--- config.mk ---
export PLATFORM = sky130hd
export DESIGN_NAME = wb_stage
export DESIGN_NICKNAME = d
export VERILOG_FILES = /design/src/rtl/wb_pkg.sv /design/src/rtl/load_align.sv /design/src/rtl/wb_stage.sv
export SDC_FILE = /design/constraint.sdc
export NUM_CORES = 1
export LEC_CHECK = 0
export CAP_MARGIN = 20
export CORE_MARGIN = 1
export CORE_UTILIZATION = 25
export DETAILED_ROUTE_END_ITERATION = 12
export PLACE_DENSITY = 0.57
export SLEW_MARGIN = 20
export SYNTH_ARGS = -nofsm -noshare
export SYNTH_HDL_FRONTEND = slang
export SYNTH_SLANG_ARGS = --single-unit
--- constraint.sdc ---
create_clock -name i_clk -period 2.6 [get_ports i_clk]
set_clock_uncertainty 0.05 [all_clocks]
set_input_delay 0.65 -clock i_clk [delete_from_list [all_inputs] [get_ports i_clk]]
set_output_delay 0.65 -clock i_clk [all_outputs]
set_load 0.005 [all_outputs]
--- src/rtl/wb_pkg.sv ---
// Shared encodings for the writeback stage: source selects, load funct3 codes, FSM states.
package wb_pkg;

  localparam logic [1:0] WB_ALU = 2'b00;
  localparam logic [1:0] WB_MEM = 2'b01;
  localparam logic [1:0] WB_PC4 = 2'b10;

  localparam logic [2:0] F3_LB  = 3'b000;
  localparam logic [2:0] F3_LH  = 3'b001;
  localparam logic [2:0] F3_LW  = 3'b010;
  localparam logic [2:0] F3_LD  = 3'b011;
  localparam logic [2:0] F3_LBU = 3'b100;
  localparam logic [2:0] F3_LHU = 3'b101;
  localparam logic [2:0] F3_LWU = 3'b110;

  typedef enum logic {
    ST_IDLE,
    ST_WAIT_MEM
  } wb_state_e;

endpackage

--- src/rtl/load_align.sv ---
// Combinational load alignment: shift raw word down by the byte offset, then
// sign- or zero-extend according to funct3. Used only with WB_LOAD_EXT_EN.
module load_align #(
  parameter int unsigned XLEN = 32
) (
  input  logic [XLEN-1:0]              rdata,
  input  logic [2:0]                   funct3,
  input  logic [$clog2(XLEN/8)-1:0]    byte_off,
  output logic [XLEN-1:0]              data_c
);
  import wb_pkg::*;

  logic [XLEN-1:0] shifted;

  assign shifted = rdata >> {byte_off, 3'b000};

  always_comb begin
    data_c = shifted;
    case (funct3)
      F3_LB:   data_c = XLEN'($signed(shifted[7:0]));
      F3_LH:   data_c = XLEN'($signed(shifted[15:0]));
      F3_LW:   data_c = XLEN'($signed(shifted[31:0]));
      F3_LBU:  data_c = XLEN'(shifted[7:0]);
      F3_LHU:  data_c = XLEN'(shifted[15:0]);
      F3_LWU:  data_c = XLEN'(shifted[31:0]);
      default: data_c = shifted;
    endcase
  end

endmodule

--- src/rtl/wb_stage.sv ---
// Registered writeback stage with load-wait FSM. Sub-word load alignment and
// extension is present only when WB_LOAD_EXT_EN is defined.
module wb_stage #(
  parameter int unsigned XLEN = 32,
  parameter int unsigned RA_W = 5
) (
  input  logic                        i_clk,
  input  logic                        i_rst,
  input  logic                        i_valid,
  output logic                        o_ready,
  input  logic                        i_reg_write,
  input  logic [RA_W-1:0]             i_rd_addr,
  input  logic [1:0]                  i_wb_sel,
  input  logic [XLEN-1:0]             i_aluresult,
  input  logic [XLEN-1:0]             i_pc_plus4,
  input  logic [2:0]                  i_load_funct3,
  input  logic [$clog2(XLEN/8)-1:0]   i_byte_off,
  input  logic                        i_mem_rvalid,
  input  logic [XLEN-1:0]             i_mem_rdata,
  output logic                        o_rf_we,
  output logic [RA_W-1:0]             o_rf_waddr,
  output logic [XLEN-1:0]             o_rf_wdata
);
  import wb_pkg::*;

  localparam int unsigned OFF_W = $clog2(XLEN/8);

  wb_state_e       state_q, state_d;
  logic            ready_q;
  logic            accept;
  logic            capture;
  logic [RA_W-1:0] hold_rd_q;
  logic            hold_we_q;
  logic [XLEN-1:0] load_data;

  logic            wr_fire;
  logic            wr_en;
  logic [RA_W-1:0] wr_addr;
  logic [XLEN-1:0] wr_data;

  assign accept  = i_valid && ready_q;
  assign o_ready = ready_q;

`ifdef WB_LOAD_EXT_EN
  logic [2:0]       hold_f3_q;
  logic [OFF_W-1:0] hold_off_q;
  logic [2:0]       f3_sel;
  logic [OFF_W-1:0] off_sel;

  // A zero-wait load aligns with live fields; a waiting load uses the held copy.
  assign f3_sel  = (state_q == ST_IDLE) ? i_load_funct3 : hold_f3_q;
  assign off_sel = (state_q == ST_IDLE) ? i_byte_off    : hold_off_q;

  always_ff @(posedge i_clk) begin
    if (i_rst) begin
      hold_f3_q  <= 3'b000;
      hold_off_q <= '0;
    end else if (capture) begin
      hold_f3_q  <= i_load_funct3;
      hold_off_q <= i_byte_off;
    end
  end

  load_align #(.XLEN(XLEN)) u_load_align (
    .rdata    (i_mem_rdata),
    .funct3   (f3_sel),
    .byte_off (off_sel),
    .data_c   (load_data)
  );
`else
  logic unused_cfg;

  assign load_data  = i_mem_rdata;
  assign unused_cfg = ^{i_load_funct3, i_byte_off, OFF_W[0]};
`endif

  // Holding register for the accepted instruction's destination.
  always_ff @(posedge i_clk) begin
    if (i_rst) begin
      hold_rd_q <= '0;
      hold_we_q <= 1'b0;
    end else if (capture) begin
      hold_rd_q <= i_rd_addr;
      hold_we_q <= i_reg_write && (i_rd_addr != '0);
    end
  end

  always_ff @(posedge i_clk) begin
    if (i_rst) begin
      state_q <= ST_IDLE;
      ready_q <= 1'b1;
    end else begin
      state_q <= state_d;
      ready_q <= (state_d == ST_IDLE);
    end
  end

  always_comb begin
    state_d = state_q;
    capture = 1'b0;
    wr_fire = 1'b0;
    wr_en   = 1'b0;
    wr_addr = hold_rd_q;
    wr_data = i_aluresult;
    case (state_q)
      ST_IDLE: begin
        if (accept) begin
          capture = 1'b1;
          wr_en   = i_reg_write && (i_rd_addr != '0);
          wr_addr = i_rd_addr;
          if (i_wb_sel == WB_MEM) begin
            wr_data = load_data;
            if (i_mem_rvalid) begin
              wr_fire = 1'b1;
            end else begin
              state_d = ST_WAIT_MEM;
            end
          end else begin
            wr_fire = 1'b1;
            wr_data = (i_wb_sel == WB_PC4) ? i_pc_plus4 : i_aluresult;
          end
        end
      end
      ST_WAIT_MEM: begin
        wr_en   = hold_we_q;
        wr_data = load_data;
        if (i_mem_rvalid) begin
          wr_fire = 1'b1;
          state_d = ST_IDLE;
        end
      end
      default: state_d = ST_IDLE;
    endcase
  end

  // Write port registers; address/data only move on an actual write.
  always_ff @(posedge i_clk) begin
    if (i_rst) begin
      o_rf_we    <= 1'b0;
      o_rf_waddr <= '0;
      o_rf_wdata <= '0;
    end else begin
      o_rf_we <= wr_fire && wr_en;
      if (wr_fire && wr_en) begin
        o_rf_waddr <= wr_addr;
        o_rf_wdata <= wr_data;
      end
    end
  end

endmodule

==> qor.txt, run 1 <==
FINISH
----------------------------------------------------------------------------------
Final #Nets                                                                    523
Share of final-layout standard cells stronger than drive strength 1         13.14%
Area Growth Syn to Fin                                                      65.70%
Antenna diode instance count                                                     0

YOSYS
----------------------------------------------------------------------------------
Synth unique cells                                                              23
Dominant cell by count in the synthesized netlist                     sky130_fd_sc_hd__dfxtp_1
Syn Area/Cell                                                          9.663 sq um
Netlist area before placement                                         0.002619 sq mm
Total nets after synthesis                                                     384
Area share of the largest cell type after synthesis                         35.16%
Most used DFF post-synth                                              sky130_fd_sc_hd__dfxtp_1
Most area-hungry cell type in the Yosys netlist                       sky130_fd_sc_hd__dfxtp_1
Total of flip-flops plus latches after synthesis                                46
Synth warn                                                                       0
EDFF count, synth                                                                0
Number of instances in the synthesized netlist                                 271
Top cell types by occurrence after synthesis                          sky130_fd_sc_hd__dfxtp_1, sky130_fd_sc_hd__mux2i_1, sky130_fd_sc_hd__nand2_1
Share of synthesized registers carrying an async set or reset                   0%
Fraction of the yosys area taken by sequential cells                        35.16%
Most area-consuming cells after synthesis                             sky130_fd_sc_hd__dfxtp_1, sky130_fd_sc_hd__mux2i_1, sky130_fd_sc_hd__mux2_2

RUN STATUS
----------------------------------------------------------------------------------
Result of the run                                                        completed

DRT
----------------------------------------------------------------------------------
Residual antenna-violating net count after detailed routing                      0
Wire length after detailed routing                                         7619 um
Vias per Instance                                                            4.531
Count of unresolved DRC violations after routing                                 0
Overall via count from detail_route                                           2465
First DRT Iteration DRCs                                                        45
Post-DR wirelength/cell                                                   14.01 um
Number of iterations in the first detailed-routing pass                          4

POWER
----------------------------------------------------------------------------------
Share of power burned in registers                                           43.2%
P_leak                                                                    1.828 nW
Part of the power in combinational logic                                     26.6%
Worst IR Drop VDD                                                         274.0 uV
Share of total power consumed by net switching                              23.90%
Power density over the cells                                          408.3 mW/mm^2
Net switching power                                                    0.0004234 W
Internal power                                                          0.001348 W
Relative contribution of the clock network to total power                    30.3%

WORST SETUP PATH
----------------------------------------------------------------------------------
Signal arrival time at the worst endpoint                                  2.23 ns
RR Endpoint                                                           o_rf_wdata[28]
Slowest cell on the critical path                                     sky130_fd_sc_hd__clkdlybuf4s50_1
Reg2Reg Setup Slack                                                        0.91 ns
Buffer and inverter count on the worst path                                      2
Number of cells on the worst reg-to-reg path                                     5
Worst Setup End Kind                                                          flop
Reg2Reg Launch Point                                                       state_q
Delay contributed by the slowest stage of the critical path                0.50 ns
Kind of cell with the highest combined delay on the critical path     buffers and inverters
Required arrival time at the worst endpoint                                2.74 ns
Classification of the worst setup path                                input pin to flop
Maximum fanout encountered on the critical timing path                          16
Type of element launching the critical path                              input pin
Cell chain of the critical path                                       clkdlybuf4s50_1 > nand4b_1 > buf_4 > mux2_2 > o211ai_1 > mux2i_1

DIE
----------------------------------------------------------------------------------
Die X-Extent                                                              104.3 um
Vertical die dimension                                                    104.3 um
Area of the die                                                       0.01089 sq mm
Std cell rows                                                                   36
Ports placed on the boundary                                                   152
Std-Cell Core Area                                                    0.009955 sq mm
Effective utilization at floorplan                                          26.31%

RUN
----------------------------------------------------------------------------------
Maximum Capacitance Violations                                                   0

CLOCK NETWORK
----------------------------------------------------------------------------------
CTS Buf Count                                                                    5
Clock Latency Late Sink                                                    0.30 ns
Clk sinks                                                                       46
Number of buffers inserted to repair setup after CTS                             0
Number of gates given a new drive strength after cts                             0
Clock slew seen by the registers of the worst setup and hold paths         0.09 ns
Number of buffers inserted by hold repair at cts                                 0
Clock tree from TritonCTS                                                      yes
Total number of H-tree levels                                                    2
Clk root buf                                                          sky130_fd_sc_hd__clkbuf_8
Max clock buf depth                                                              2

TIMING
----------------------------------------------------------------------------------
Worst slew pin tran                                                      0.4302 ns
Maximum clock rate                                                       478.4 MHz
Final Hold Vio Count                                                             0
Post-layout min period                                                    2.090 ns
Number of max-slew violations in the final report                                0
Post-route worst hold slack                                              0.4125 ns
Setup repair after global routing missed its margin                          false
Post-layout worst setup margin                                           0.5099 ns
Normalized max-slew margin                                                  71.32%
Finish-stage setup viols                                                         0
Sum of negative setup slack                                                   0 ns
Share of the clock period used by the worst path after layout               80.39%

GRT
----------------------------------------------------------------------------------
Pin count of the biggest net entering global routing                            36
Total gr overflow                                                                0
Total routing resource utilization after global routing                     14.09%
Global-route wire length before repair                                    12420 um
Vias in the first global route                                                2531
Number of antenna violations at the first check in global routing                0

PLACE
----------------------------------------------------------------------------------
Post-Place Setup Slack                                                   0.1871 ns
DPL Wire Length                                                            5491 um
Number of port buffers                                                         146
Global placer's final weighted congestion                                   0.6724

MIN PATH
----------------------------------------------------------------------------------
Hold Path Cell Cnt                                                               2
Hold wc startpoint                                                    o_rf_wdata[0]
Hold-critical path endpoint                                           o_rf_wdata[0]
Type of the worst min-delay path                                      flop to flop

-- power groups by stage --
stage	logic (W)	clock network, W	registers [W]
2_1_floorplan	0.000194	0	0.000785
3_3_place_gp	0.000473	0	0.000781
3_5_place_dp	0.000476	0	0.000782
4_1_cts	0.000479	0.000565	0.000766
5_1_grt	0.000510	0.000587	0.000771
6_report	0.000470	0.000536	0.000765
-- cell families after synthesis --
group / count (synthesis) / share of synthesized area [%]
compound gates: 68 / 19.83
mux: 74 / 30.05
buf+inv: 30 / 5.638
flops: 46 / 35.16
simple gates: 53 / 9.317
-- tightest hold or removal path, cell delays in order, from the launching register on --
cell and delay [ns]:
sky130_fd_sc_hd__dfxtp_1 0.31, sky130_fd_sc_hd__nand2_1 0.05, sky130_fd_sc_hd__mux2i_1 0.06
-- flip-flops by register name, summed over array words and instances (netlist names) --
signal,flops
hold_rd_q,5
o_ready,1
state_q,1
o_rf_waddr,5
o_rf_we,1
o_rf_wdata,32
hold_we_q,1
-- cell type report --
cell class / count / area [sq um]
fill: 995 / 5615
clock inverter: 2 / 37.54
tap: 133 / 166.4
timing repair buffer: 158 / 1577
sequential: 46 / 920.9
multi-input combinational: 195 / 1550
clock buffer: 6 / 72.57
inverter: 4 / 15.01
-- layout by cell type, fill, tap and decap left out --
cell                              Yosys  layout
sky130_fd_sc_hd__a211o_1              1       1
sky130_fd_sc_hd__a21oi_1              2       2
sky130_fd_sc_hd__a2bb2o_4             1       1
sky130_fd_sc_hd__and4b_1              1       1
sky130_fd_sc_hd__buf_12               0       2
sky130_fd_sc_hd__buf_4                0      10
sky130_fd_sc_hd__bufinv_16            0       1
sky130_fd_sc_hd__clkbuf_1            18       1
sky130_fd_sc_hd__clkbuf_8             0       5
sky130_fd_sc_hd__clkdlybuf4s50_1      0     146
sky130_fd_sc_hd__clkinvlp_4           0       1
sky130_fd_sc_hd__dfxtp_1             46      46
sky130_fd_sc_hd__inv_1                2       2
sky130_fd_sc_hd__inv_2                2       2
sky130_fd_sc_hd__mux2_1               6       6
sky130_fd_sc_hd__mux2_2              31      31
sky130_fd_sc_hd__mux2i_1             37      37
sky130_fd_sc_hd__nand2_1             34      34
sky130_fd_sc_hd__nand3_1              1       1
sky130_fd_sc_hd__nand3b_4             1       1
sky130_fd_sc_hd__nand4b_1             1       1
sky130_fd_sc_hd__nor2_1               8       8
sky130_fd_sc_hd__nor2b_1              5       5
sky130_fd_sc_hd__nor3_1               1       1
sky130_fd_sc_hd__o211ai_1            32      32
sky130_fd_sc_hd__o21bai_1            32      32
sky130_fd_sc_hd__or2_1                1       1
-- worst max-delay path by stage --
| stage | start | endpoint | cells after the start |
|---|---|---|---|
| floorplan | i_wb_sel[0] | o_rf_wdata[19] | 5 |
| global placement | i_wb_sel[0] | o_rf_wdata[20] | 6 |
| detailed placement | i_wb_sel[0] | o_rf_wdata[21] | 6 |
| CTS | i_wb_sel[0] | o_rf_wdata[21] | 6 |
| global route | i_wb_sel[0] | o_rf_wdata[21] | 6 |
| finish | i_wb_sel[0] | o_rf_wdata[21] | 6 |
-- layer usage --
layer / GRT usage (%) / vias to the layer above / part of all wire, %
met5: 0 / - / 0
met2: 25.12 / 91 / 48
met3: 4.073 / 2 / 7.4
li1: - / 1252 / -
met4: 3.061 / 0 / 0.41
met1: 16.55 / 1120 / 44
-- through the flow --
step                      cells  util [%]  total power (W)  cell area (sq um)
after floorplan             271         -        0.0009792               2619
after global placement      536     42.48         0.001254               4229
after detailed placement    536     42.48         0.001259               4229
after CTS                   544     43.59         0.001810               4339
after global routing        544     43.59         0.001868               4339
final                       544     43.59         0.001772               4339
Note: power is estimated with default switching activity, not from simulation.
==> inputs of run 2 (changes only) <==
Settings changed: PLACE_DENSITY 0.57 to 0.59.
Clock period 2.6 ns to 1.8 ns, I/O delays scaled along.
==> qor.txt, run 2 (same netlist as run 1, synthesis figures left out) <==
TIMING
----------------------------------------------------------------------------------
Maximum clock rate                                                       559.0 MHz
Final Hold Vio Count                                                             0
Post-layout worst setup margin                                          0.01118 ns
Setup repair after global routing missed its margin                           true
Post-route worst hold slack                                              0.4119 ns
Number of max-slew violations in the final report                                0
Finish-stage setup viols                                                         0
Worst slew pin tran                                                      0.3740 ns
Post-layout min period                                                    1.789 ns
Normalized max-slew margin                                                  75.06%
Share of the clock period used by the worst path after layout               99.38%

WORST SETUP PATH
----------------------------------------------------------------------------------
Maximum fanout encountered on the critical timing path                           6
Cell chain of the critical path                                       clkdlybuf4s50_1 > nor2_1 > a211o_1 > a2bb2o_4 > mux2_1
Classification of the worst setup path                                input pin to flop
Number of cells on the worst reg-to-reg path                                     8
Signal arrival time at the worst endpoint                                  1.94 ns
Type of element launching the critical path                              input pin
Delay contributed by the slowest stage of the critical path                0.48 ns
Worst Setup End Kind                                                          flop
Slowest cell on the critical path                                     sky130_fd_sc_hd__clkdlybuf4s50_1
Required arrival time at the worst endpoint                                1.95 ns
Reg2Reg Setup Slack                                                        0.10 ns

MIN PATH
----------------------------------------------------------------------------------
Type of the worst min-delay path                                      flop to flop
Hold Path Cell Cnt                                                               2

CLOCK NETWORK
----------------------------------------------------------------------------------
Number of buffers inserted by hold repair at cts                                 0
Clk root buf                                                          sky130_fd_sc_hd__clkbuf_8
Max clock buf depth                                                              2
Total number of H-tree levels                                                    2
Clk sinks                                                                       46
Clock Latency Late Sink                                                    0.30 ns
CTS Buf Count                                                                    5
Clock tree from TritonCTS                                                      yes
Clock slew seen by the registers of the worst setup and hold paths         0.09 ns

GRT
----------------------------------------------------------------------------------
Global-route wire length before repair                                    12900 um
Pin count of the biggest net entering global routing                            41
Vias in the first global route                                                2600
Number of antenna violations at the first check in global routing                0
Total routing resource utilization after global routing                     14.82%
Total gr overflow                                                                0

POWER
----------------------------------------------------------------------------------
Overall power                                                           0.002494 W
Share of power burned in registers                                           44.3%
Share of total power consumed by net switching                              25.57%
P_leak                                                                    1.993 nW
Power density over the cells                                          541.3 mW/mm^2
Part of the power in combinational logic                                     30.0%
Relative contribution of the clock network to total power                    25.6%
Internal power                                                          0.001856 W
Worst IR Drop VDD                                                         314.8 uV
Net switching power                                                    0.0006379 W

DIE
----------------------------------------------------------------------------------
Std-Cell Core Area                                                    0.009955 sq mm
Vertical die dimension                                                    104.3 um
Area of the die                                                       0.01089 sq mm
Die X-Extent                                                              104.3 um
Ports placed on the boundary                                                   152
Effective utilization at floorplan                                          26.31%
Std cell rows                                                                   36

FINISH
----------------------------------------------------------------------------------
Largest Register                                                        o_rf_wdata
Final #Nets                                                                    538
Share of final-layout standard cells stronger than drive strength 1         17.14%
Largest registers in the final layout                                 o_rf_wdata x32, hold_rd_q x5, o_rf_waddr x5
Max reg flops                                                                   32
Commonest cells after routing, fill and taps aside                    sky130_fd_sc_hd__clkdlybuf4s50_1, sky130_fd_sc_hd__dfxtp_1, sky130_fd_sc_hd__mux2i_1
Number of fillers in the final layout                                          971
Most common library cell in the layout ignoring fill and taps         sky130_fd_sc_hd__clkdlybuf4s50_1
Area Growth Syn to Fin                                                      75.97%
Antenna diode instance count                                                     0

DRT
----------------------------------------------------------------------------------
Residual antenna-violating net count after detailed routing                      0
Overall via count from detail_route                                           2573
First DRT Iteration DRCs                                                        59
Post-DR wirelength/cell                                                   14.46 um
Vias per Instance                                                            4.603
Count of unresolved DRC violations after routing                                 0
Wire length after detailed routing                                         8084 um
Number of iterations in the first detailed-routing pass                          4

PLACE
----------------------------------------------------------------------------------
Post-Place Setup Slack                                                  -0.4487 ns
Number of port buffers                                                         146
Global placer's final weighted congestion                                   0.6965
DPL Wire Length                                                            5664 um

RUN
----------------------------------------------------------------------------------
Maximum Capacitance Violations                                                   0

RUN STATUS
----------------------------------------------------------------------------------
Result of the run                                                        completed

run 2: final timing paths:
check / from / end
worst min-delay path: o_rf_wdata[28] / o_rf_wdata[28]
worst max-delay path: i_rd_addr[2] / o_rf_waddr[2]
worst min register to register: o_rf_wdata[28] / o_rf_wdata[28]
worst max register to register: o_ready / o_rf_wdata[16]
run 2: timing repair:
action	in CTS	in global routing
setup endpoints to repair	38	34
hold endpoints to repair	0	0
resized for setup	5	11
gates cloned	1	4
pin swaps	2	5
buffers inserted	2	4
run 2: power by group through the flow:
| stage | Clock, W | Combinational [W] | Sequential [W] |
|---|---|---|---|
| 3_3_place_gp | 0 | 0.000706 | 0.00113 |
| 6_report | 0.000639 | 0.000749 | 0.00111 |
| 3_5_place_dp | 0 | 0.000713 | 0.00113 |
| 4_1_cts | 0.000681 | 0.000726 | 0.00111 |
| 2_1_floorplan | 0 | 0.000281 | 0.00113 |
| 5_1_grt | 0.000719 | 0.000810 | 0.00111 |
run 2: final cells by class:
class	instances	area, sq um	share of cell area, %
Inverter	4	15.01	0.3258
Clock buffer	5	68.82	1.493
Tap cell	133	166.4	3.611
Multi-Input combinational cell	196	1583	34.35
Sequential cell	46	922.1	20.01
Clock inverter	3	21.27	0.4616
Timing Repair Buffer	172	1832	39.75
run 2: per-layer routing:
layer,wire [um],GRT usage [%],up-vias
met5,0,0,-
met4,82,3.878,0
met3,606,4.511,7
met2,3954,25.17,92
met1,3441,18.03,1187
li1,-,-,1287
run 2: stage by stage:
step	instance area [sq um]	utilization, %	setup TNS [ns]	instances
after floorplan	2619	-	0	271
after global placement	4329	43.49	-14.68	541
after detailed placement	4329	43.49	-15.43	541
after CTS	4468	44.88	0	552
after global routing	4608	46.29	-0.01545	559
final	4608	46.29	0	559
run 2: critical path, delay by kind of cell:
family / cells / cell delay (ns)
AOI/OAI and AO/OA: 2 / 0.62
buffers and inverters: 1 / 0.48
muxes: 1 / 0.32
and+or+nand+nor: 1 / 0.06
==> inputs of run 3 (changes only) <==
Settings changed: PLACE_DENSITY 0.59 to 0.57, SETUP_SLACK_MARGIN from default to 0.4.
Clock period 1.8 ns to 2.1 ns, I/O delays scaled along.
==> qor.txt, run 3 (same netlist as run 1, synthesis figures left out) <==
RUN STATUS
----------------------------------------------------------------------------------
Result of the run                                                        completed

TIMING
----------------------------------------------------------------------------------
Worst slew pin tran                                                      0.3679 ns
Post-layout min period                                                    1.673 ns
Final Hold Vio Count                                                             0
Sum of negative setup slack                                                   0 ns
Post-layout worst setup margin                                           0.4266 ns
Setup repair after global routing missed its margin                           true
Maximum clock rate                                                       597.6 MHz
Normalized max-slew margin                                                  75.47%
Share of the clock period used by the worst path after layout               79.68%
Finish-stage setup viols                                                         0
Number of max-slew violations in the final report                                0

DIE
----------------------------------------------------------------------------------
Std-Cell Core Area                                                    0.009955 sq mm
Die X-Extent                                                              104.3 um
Vertical die dimension                                                    104.3 um
Std cell rows                                                                   36
Effective utilization at floorplan                                          26.31%
Area of the die                                                       0.01089 sq mm
Ports placed on the boundary                                                   152

GRT
----------------------------------------------------------------------------------
Total routing resource utilization after global routing                     15.52%
Number of antenna violations at the first check in global routing                0
Total gr overflow                                                                0
Global-route wire length before repair                                    13390 um
Vias in the first global route                                                2543
Pin count of the biggest net entering global routing                            35

PLACE
----------------------------------------------------------------------------------
DPL Wire Length                                                            5669 um
Number of port buffers                                                         146
Global placer's final weighted congestion                                   0.6524
Post-Place Setup Slack                                                  -0.1790 ns

FINISH
----------------------------------------------------------------------------------
Most common library cell in the layout ignoring fill and taps         sky130_fd_sc_hd__clkdlybuf4s50_1
Max reg flops                                                                   32
Commonest cells after routing, fill and taps aside                    sky130_fd_sc_hd__clkdlybuf4s50_1, sky130_fd_sc_hd__dlygate4sd2_1, sky130_fd_sc_hd__mux2i_1
Number of fillers in the final layout                                          997
Largest Register                                                        o_rf_wdata
Antenna diode instance count                                                     0
Final #Nets                                                                    537
Largest registers in the final layout                                 o_rf_wdata x32, hold_rd_q x5, o_rf_waddr x5
Area Growth Syn to Fin                                                      75.06%
Share of final-layout standard cells stronger than drive strength 1         22.59%

WORST SETUP PATH
----------------------------------------------------------------------------------
Required arrival time at the worst endpoint                                2.24 ns
Signal arrival time at the worst endpoint                                  1.81 ns
Type of element launching the critical path                              input pin
Worst Setup End Kind                                                          flop
Classification of the worst setup path                                input pin to flop
Maximum fanout encountered on the critical timing path                           8

CLOCK NETWORK
----------------------------------------------------------------------------------
Max clock buf depth                                                              2
CTS Buf Count                                                                    5
Clock Latency Late Sink                                                    0.30 ns
Clk sinks                                                                       46
Clk root buf                                                          sky130_fd_sc_hd__clkbuf_8
Total number of H-tree levels                                                    2
Clock slew seen by the registers of the worst setup and hold paths         0.09 ns
Clock tree from TritonCTS                                                      yes

POWER
----------------------------------------------------------------------------------
P_leak                                                                    2.158 nW
Share of total power consumed by net switching                              24.94%
Share of power burned in registers                                           42.4%
Internal power                                                          0.001684 W
Worst IR Drop VDD                                                         260.1 uV
Part of the power in combinational logic                                     27.2%
Overall power                                                           0.002243 W
Power density over the cells                                          489.3 mW/mm^2
Relative contribution of the clock network to total power                    30.4%
Net switching power                                                    0.0005593 W

DRT
----------------------------------------------------------------------------------
Count of unresolved DRC violations after routing                                 0
Overall via count from detail_route                                           2538
Post-DR wirelength/cell                                                   14.69 um
Wire length after detailed routing                                         8197 um
Number of iterations in the first detailed-routing pass                          4
Residual antenna-violating net count after detailed routing                      0
First DRT Iteration DRCs                                                        69
Vias per Instance                                                            4.548

RUN
----------------------------------------------------------------------------------
Maximum Capacitance Violations                                                   0

MIN PATH
----------------------------------------------------------------------------------
Type of the worst min-delay path                                      flop to flop

## run 3: changes by cell type in the layout (fill, tap and decap cells not counted), moves of 2 or more
| cell | change |
|---|---|
| sky130_fd_sc_hd__dfxtp_2 | +17 |
| sky130_fd_sc_hd__dfxtp_1 | -17 |
| sky130_fd_sc_hd__mux2_1 | -5 |
| sky130_fd_sc_hd__clkbuf_16 | -3 |
| sky130_fd_sc_hd__clkbuf_2 | +2 |
| sky130_fd_sc_hd__mux2_4 | +5 |
| sky130_fd_sc_hd__clkdlybuf4s50_1 | -42 |
| sky130_fd_sc_hd__dlymetal6s2s_1 | -4 |
| sky130_fd_sc_hd__dlygate4sd2_1 | +44 |
| sky130_fd_sc_hd__buf_16 | +2 |
## run 3: critical path, cell delays in order
cell	delay, ns
sky130_fd_sc_hd__clkdlybuf4s15_1	0.20
sky130_fd_sc_hd__nand4b_1	0.12
sky130_fd_sc_hd__buf_6	0.16
sky130_fd_sc_hd__buf_12	0.12
sky130_fd_sc_hd__buf_12	0.13
sky130_fd_sc_hd__mux2_4	0.29
sky130_fd_sc_hd__o211ai_1	0.17
sky130_fd_sc_hd__mux2i_1	0.09
## run 3: timing repair
action | CTS | global route
cloned | 5 | 0
setup endpoints to repair | 77 | 25
endpoints found under the hold margin | 0 | 0
gates resized for setup | 89 | 5
buffers inserted | 3 | 2
hold buffers | 0 | 0
pin swaps | 5 | 11
## run 3: path summary, 6_finish.rpt
check                           depth (start not counted)  slack [ns]        endpoint            from
worst max-delay path                                    8        0.43   o_rf_wdata[6]     i_wb_sel[1]
worst max register to register                          8        0.43   o_rf_wdata[6]         o_ready
worst min-delay path                                    2        0.41  o_rf_wdata[12]  o_rf_wdata[12]
worst min register to register                          2        0.41  o_rf_wdata[12]  o_rf_wdata[12]
## run 3: power groups by stage
stage	registers, W	logic, W	clock network [W]
6_report	0.000950	0.000610	0.000682
2_1_floorplan	0.000972	0.000248	0
5_1_grt	0.000958	0.000660	0.000751
3_5_place_dp	0.000970	0.000598	0
3_3_place_gp	0.000967	0.000595	0
4_1_cts	0.000951	0.000617	0.000712
## run 3: layout make-up
| class | count | area [sq um] | share of cell area (%) |
|---|---|---|---|
| timing repair buffer | 171 | 1744 | 38.05 |
| multi-input combinational | 196 | 1602 | 34.93 |
| sequential | 46 | 943.4 | 20.58 |
| tap | 133 | 166.4 | 3.630 |
| clock buffer | 5 | 68.82 | 1.501 |
| clock inverter | 3 | 45.04 | 0.9825 |
| inverter | 4 | 15.01 | 0.3275 |
## run 3: metrics by stage
step	std cells	hold WS, ns	util [%]	cell area, sq um
after floorplan	271	0.3866	-	2651
after global placement	540	0.3937	42.95	4275
after detailed placement	540	0.4050	42.95	4275
after CTS	556	0.4152	45.79	4558
after global routing	558	0.4267	46.05	4584
final	558	0.4085	46.05	4584
## run 3: layer usage
layer / track usage, % / share of wire (%) / vias to the layer above
met3: 3.697 / 6.3 / 5
met1: 19.14 / 45 / 1157
li1: - / - / 1283
met5: 0 / 0 / -
met4: 3.367 / 0.60 / 0
met2: 27.11 / 48 / 93
